## config.mk

```make
export PLATFORM = sky130hd
export DESIGN_NAME = debounce_multi
export DESIGN_NICKNAME = d
export VERILOG_FILES = /design/src/rtl/debounce_pkg.sv /design/src/rtl/debounce_channel.sv /design/src/rtl/debounce_multi.sv
export SDC_FILE = /design/constraint.sdc
export NUM_CORES = 1
export LEC_CHECK = 0
export CAP_MARGIN = 20
export CORE_MARGIN = 2
export CORE_UTILIZATION = 58
export CTS_BUF_LIST = sky130_fd_sc_hd__clkbuf_8
export DETAILED_ROUTE_END_ITERATION = 8
export HOLD_SLACK_MARGIN = 0.05
export PLACE_DENSITY = 0.81
export SLEW_MARGIN = 20
export SYNTH_ARGS = -nofsm -noshare
export SYNTH_HDL_FRONTEND = slang
export SYNTH_SLANG_ARGS = --single-unit
```

## constraint.sdc

```tcl
create_clock -name clk -period 6 [get_ports clk]
set_input_delay 1.2 -clock clk [delete_from_list [all_inputs] [get_ports clk]]
set_output_delay 1.2 -clock clk [all_outputs]
set_load 0.01 [all_outputs]
```

## src/rtl/debounce_pkg.sv

```systemverilog
// rtl/debounce_pkg.sv - shared types and helpers for the multi-channel debouncer
package debounce_pkg;

   typedef enum logic {
      IDLE  = 1'b0,
      COUNT = 1'b1
   } deb_state_t;

   // Wide enough to hold DEBOUNCE_CYCLES itself, so the counter can never wrap.
   function automatic int cnt_width(input int cycles);
      return $clog2(cycles + 1);
   endfunction

endpackage

```

## src/rtl/debounce_channel.sv

```systemverilog
// rtl/debounce_channel.sv - one channel: synchroniser, settle counter, two-state FSM, edge pulses
module debounce_channel
   import debounce_pkg::*;
#(
   parameter int   SYNC_STAGES     = 2,
   parameter int   DEBOUNCE_CYCLES = 500000,
   parameter logic RESET_LEVEL     = 1'b0
) (
   input  logic clk,
   input  logic reset_n,
   input  logic sig_in,
   output logic level,
   output logic rise,
   output logic fall,
   output logic busy
);

   localparam int             CNT_W = cnt_width(DEBOUNCE_CYCLES);
   localparam logic [CNT_W-1:0] TERM = CNT_W'(DEBOUNCE_CYCLES - 1);

   logic [SYNC_STAGES-1:0] r_sync;
   logic                   w_sync;
   deb_state_t             r_state;
   logic [CNT_W-1:0]       r_cnt;
   logic                   r_level;
   logic                   r_rise;
   logic                   r_fall;

   assign w_sync = r_sync[SYNC_STAGES-1];

   always_ff @(posedge clk or negedge reset_n) begin
      if (!reset_n) begin
         r_sync <= {SYNC_STAGES{RESET_LEVEL}};
      end else begin
         r_sync <= {r_sync[SYNC_STAGES-2:0], sig_in};
      end
   end

   // Pulses default low so each one lasts exactly the cycle of the level change.
   always_ff @(posedge clk or negedge reset_n) begin
      if (!reset_n) begin
         r_state <= IDLE;
         r_cnt   <= '0;
         r_level <= RESET_LEVEL;
         r_rise  <= 1'b0;
         r_fall  <= 1'b0;
      end else begin
         r_rise <= 1'b0;
         r_fall <= 1'b0;
         case (r_state)
            IDLE: begin
               r_cnt <= '0;
               if (w_sync != r_level) begin
                  r_state <= COUNT;
                  r_cnt   <= CNT_W'(1);
               end
            end
            COUNT: begin
               if (w_sync == r_level) begin
                  r_state <= IDLE;
                  r_cnt   <= '0;
               end else if (r_cnt == TERM) begin
                  r_state <= IDLE;
                  r_cnt   <= '0;
                  r_level <= w_sync;
                  r_rise  <= w_sync;
                  r_fall  <= ~w_sync;
               end else begin
                  r_cnt <= r_cnt + CNT_W'(1);
               end
            end
            default: begin
               r_state <= IDLE;
               r_cnt   <= '0;
            end
         endcase
      end
   end

   assign level = r_level;
   assign rise  = r_rise;
   assign fall  = r_fall;
   assign busy  = (r_state == COUNT);

endmodule

```

## src/rtl/debounce_multi.sv

```systemverilog
// rtl/debounce_multi.sv - CHANNELS independent debouncers with per-bit port slicing
module debounce_multi
   import debounce_pkg::*;
#(
   parameter int   CHANNELS        = 4,
   parameter int   SYNC_STAGES     = 2,
   parameter int   DEBOUNCE_CYCLES = 500000,
   parameter logic RESET_LEVEL     = 1'b0
) (
   input  logic                clk,
   input  logic                reset_n,
   input  logic [CHANNELS-1:0] sig_in,
   output logic [CHANNELS-1:0] level,
   output logic [CHANNELS-1:0] rise,
   output logic [CHANNELS-1:0] fall,
   output logic [CHANNELS-1:0] busy
);

   genvar g;
   generate
      for (g = 0; g < CHANNELS; g++) begin : g_ch
         debounce_channel #(
            .SYNC_STAGES    (SYNC_STAGES),
            .DEBOUNCE_CYCLES(DEBOUNCE_CYCLES),
            .RESET_LEVEL    (RESET_LEVEL)
         ) u_ch (
            .clk    (clk),
            .reset_n(reset_n),
            .sig_in (sig_in[g]),
            .level  (level[g]),
            .rise   (rise[g]),
            .fall   (fall[g]),
            .busy   (busy[g])
         );
      end
   endgenerate

endmodule

```

==> results_dict.tcl <==
set metrics [dict create \
    drive_above_1_share 0.0753 \
    hold_viol_final 0 \
    fin_tns_setup_ns 0 \
    cts_hold_buf 0 \
    die_h_um 94.1 \
    ys_ff_latch 100 \
    synthesis.area_mm2 0.00471 \
    min_period_ns 2.54 \
    grt_pass1_wl_um 14900 \
    leakagePower_uw 0.00194 \
    vias 3315 \
    antennaDiodeCount 0 \
    cts_htree_levels 3 \
    drv_slew 0 \
    ir_drop_mv 0.202 \
    drc_errors 0 \
    insertion_delay_ns 0.36 \
    crit_path_top_delay_cell "clkdlybuf4s50_1" \
    overflow 0 \
    gp_congestion 0.832 \
    track_usage 0.212 \
    cpLargestDelayFamily "buffers and inverters" \
    yosysWarnings 0 \
    rsz0062_at_grt "false" \
    synth_nets 475 \
    final_area_mm2 0.00508 \
    drt-pass1-iter-count 4 \
    synth_top_area_share 0.532 \
    worst_ep_arrival_time_ns 1.34 \
    cts_setup_buffers 0 \
    synthCells 465 \
    cts_buffer_depth 2 \
    ys_seq_area_frac 0.532 \
    core_mm2 0.00781 \
    wl_um 8300 \
    clock_sinks 100 \
    max_freq_mhz 393 \
    drt.antenna.violating_nets 0 \
    cp_cell_sequence "clkdlybuf4s50_1" \
    endpoint_kind "primary output" \
    antenna_found_initial 0 \
    path_class "register to primary output" \
    finalPower_uw 1140 \
    layout.nets 483 \
    cpPeakStageDelay_ns 0.56 \
    final_cell_mix "dfrtp_1, nor2_1, xnor2_1" \
    synth_area_leaders "dfrtp_1, xnor2_1, nor2_1" \
    vias_per_cell 5.72 \
    num_io_pins 22 \
    grt_pass1_vias 3200 \
    placed_cell_area_mm2 0.00490 \
    synth.distinct_cells 37 \
    min_period_over_period 0.424 \
    avgRoutedWirePerCell_um 14.3 \
    startpoint_type "register" \
    die_w_um 94.1 \
    initial_utilization 0.603 \
    n_fill_cell 628 \
    rows 32 \
    drtIter0Drc 170 \
    hold_path.class "register to register" \
    maxCapViolCount 0 \
    cp_num_buf_inv 1 \
    place_hpwl_um 5800 \
    cp.required_ns 4.80 \
    finalSetupViolCount 0 \
    powerDensity_mw_per_mm2 225 \
    synth_top_cell_by_area "dfrtp_1" \
    status "finished clean" \
    worstMarginPinSlew_ns 0.872 \
    cp_max_fo 3 \
    skew_ns 0.00975 \
    max_slew_margin 0.419 \
    postSynthAreaPerCell_um2 10.1 \
    port_buffers 21 \
    ctsResizeCount 0 \
    clkTransAtPathRegs_ns 0.09 \
    dieArea_mm2 0.00885 \
    cts_buffers 9 \
    cts_tree "yes" \
    syn2layout_area_growth_pct 7.92 \
    grt_max_degree 74 \
    layout_commonest_cell "dfrtp_1" \
    clockRootBuffer "clkbuf_8" \
]
[worst paths after layout]
| check | cells after the start | slack, ns | startpoint | endpoint |
|---|---|---|---|---|
| max in group asynchronous | 2 | 4.07 | reset_n | g_ch[1].u_ch.r_cnt[12] |
| min in group asynchronous | 1 | 0.74 | reset_n | g_ch[0].u_ch.r_cnt[17] |
| min reg2reg | 0 | 0.36 | g_ch[1].u_ch.r_sync[0] | g_ch[1].u_ch.r_sync[1] |
| min | 0 | 0.36 | g_ch[1].u_ch.r_sync[0] | g_ch[1].u_ch.r_sync[1] |
| max | 1 | 3.46 | g_ch[1].u_ch.level | level[1] |
| max reg2reg | 6 | 3.88 | g_ch[0].u_ch.r_cnt[0] | g_ch[0].u_ch.busy |
[cells in the mapped netlist]
cell / n
a21o_1: 2
a21oi_1: 16
and2_1: 5
and4_1: 5
buf_2: 2
buf_4: 16
clkbuf_1: 9
dfrtp_1: 100
ha_1: 4
inv_1: 10
mux2_2: 3
nand2_1: 29
nand2b_1: 4
nand3_1: 26
nand3_2: 1
nand3b_1: 1
nand4_1: 21
nand4_4: 1
nor2_1: 60
nor2b_1: 1
nor3_1: 15
nor3b_1: 2
nor4_1: 19
nor4b_1: 2
nor4bb_1: 2
o21ai_0: 12
o21bai_1: 4
o22ai_1: 4
o31ai_1: 6
o41ai_1: 1
or2_2: 7
or3_1: 8
or3_2: 3
or3b_2: 1
or4_1: 7
xnor2_1: 35
xor2_1: 21
[report_power, final]
| group | internal (µW) | switching [µW] | leakage (µW) |
|---|---|---|---|
| combinational | 24.5 | 42.5 | 0.000480 |
| sequential | 687 | 14.2 | 0.00136 |
| clock | 149 | 225 | 0.0000960 |
[cell type report]
| cell class | count | area (µm²) | share of cell area |
|---|---|---|---|
| clock inverter | 7 | 43.8 | 0.00862 |
| inverter | 10 | 37.5 | 0.00739 |
| sequential | 100 | 2500 | 0.493 |
| clock buffer | 9 | 124 | 0.0244 |
| timing repair buffer | 24 | 234 | 0.0461 |
| tap | 102 | 128 | 0.0251 |
| multi-input combinational | 328 | 2010 | 0.396 |
[cell families after synthesis]
family,after synthesis,share of synthesized area
simple gates,220,0.247
flops,100,0.532
xor+xnor,56,0.104
compound gates,45,0.0561
buf+inv,37,0.0428
fa+ha+maj,4,0.0106
mux,3,0.00718
[flip-flops by register name, indices dropped and copies added (netlist names)]
signal / flops
g_ch.u_ch.r_sync: 8
g_ch.u_ch.fall: 4
g_ch.u_ch.level: 4
g_ch.u_ch.busy: 4
g_ch.u_ch.r_cnt: 76
g_ch.u_ch.rise: 4
[worst reg2reg max path, stage by stage (launching register included)]
cell and delay, ns:
dfrtp_1 0.42, ha_1 0.24, and4_1 0.31, nand3_1 0.13, o21bai_1 0.60, buf_6 0.23, o21ai_0 0.08
[metal layers]
layer	routed length [µm]	GRT usage	vias to the layer above
met2	3970	0.346	52
met1	4000	0.293	1625
met5	0	0	-
met4	68	0.0471	0
li1	-	-	1631
met3	259	0.0474	7
[metrics by stage]
step / utilization / setup WS (ns) / hold WS (ns) / std cells
2_1_floorplan: - / 4.09 / 0.331 / 465
3_3_place_gp: 0.627 / 3.64 / 0.332 / 563
3_5_place_dp: 0.628 / 3.50 / 0.338 / 564
4_1_cts: 0.650 / 3.44 / 0.362 / 580
5_1_grt: 0.651 / 3.40 / 0.377 / 580
6_report: 0.651 / 3.46 / 0.359 / 580
Note: power is estimated with default switching activity, not from simulation.
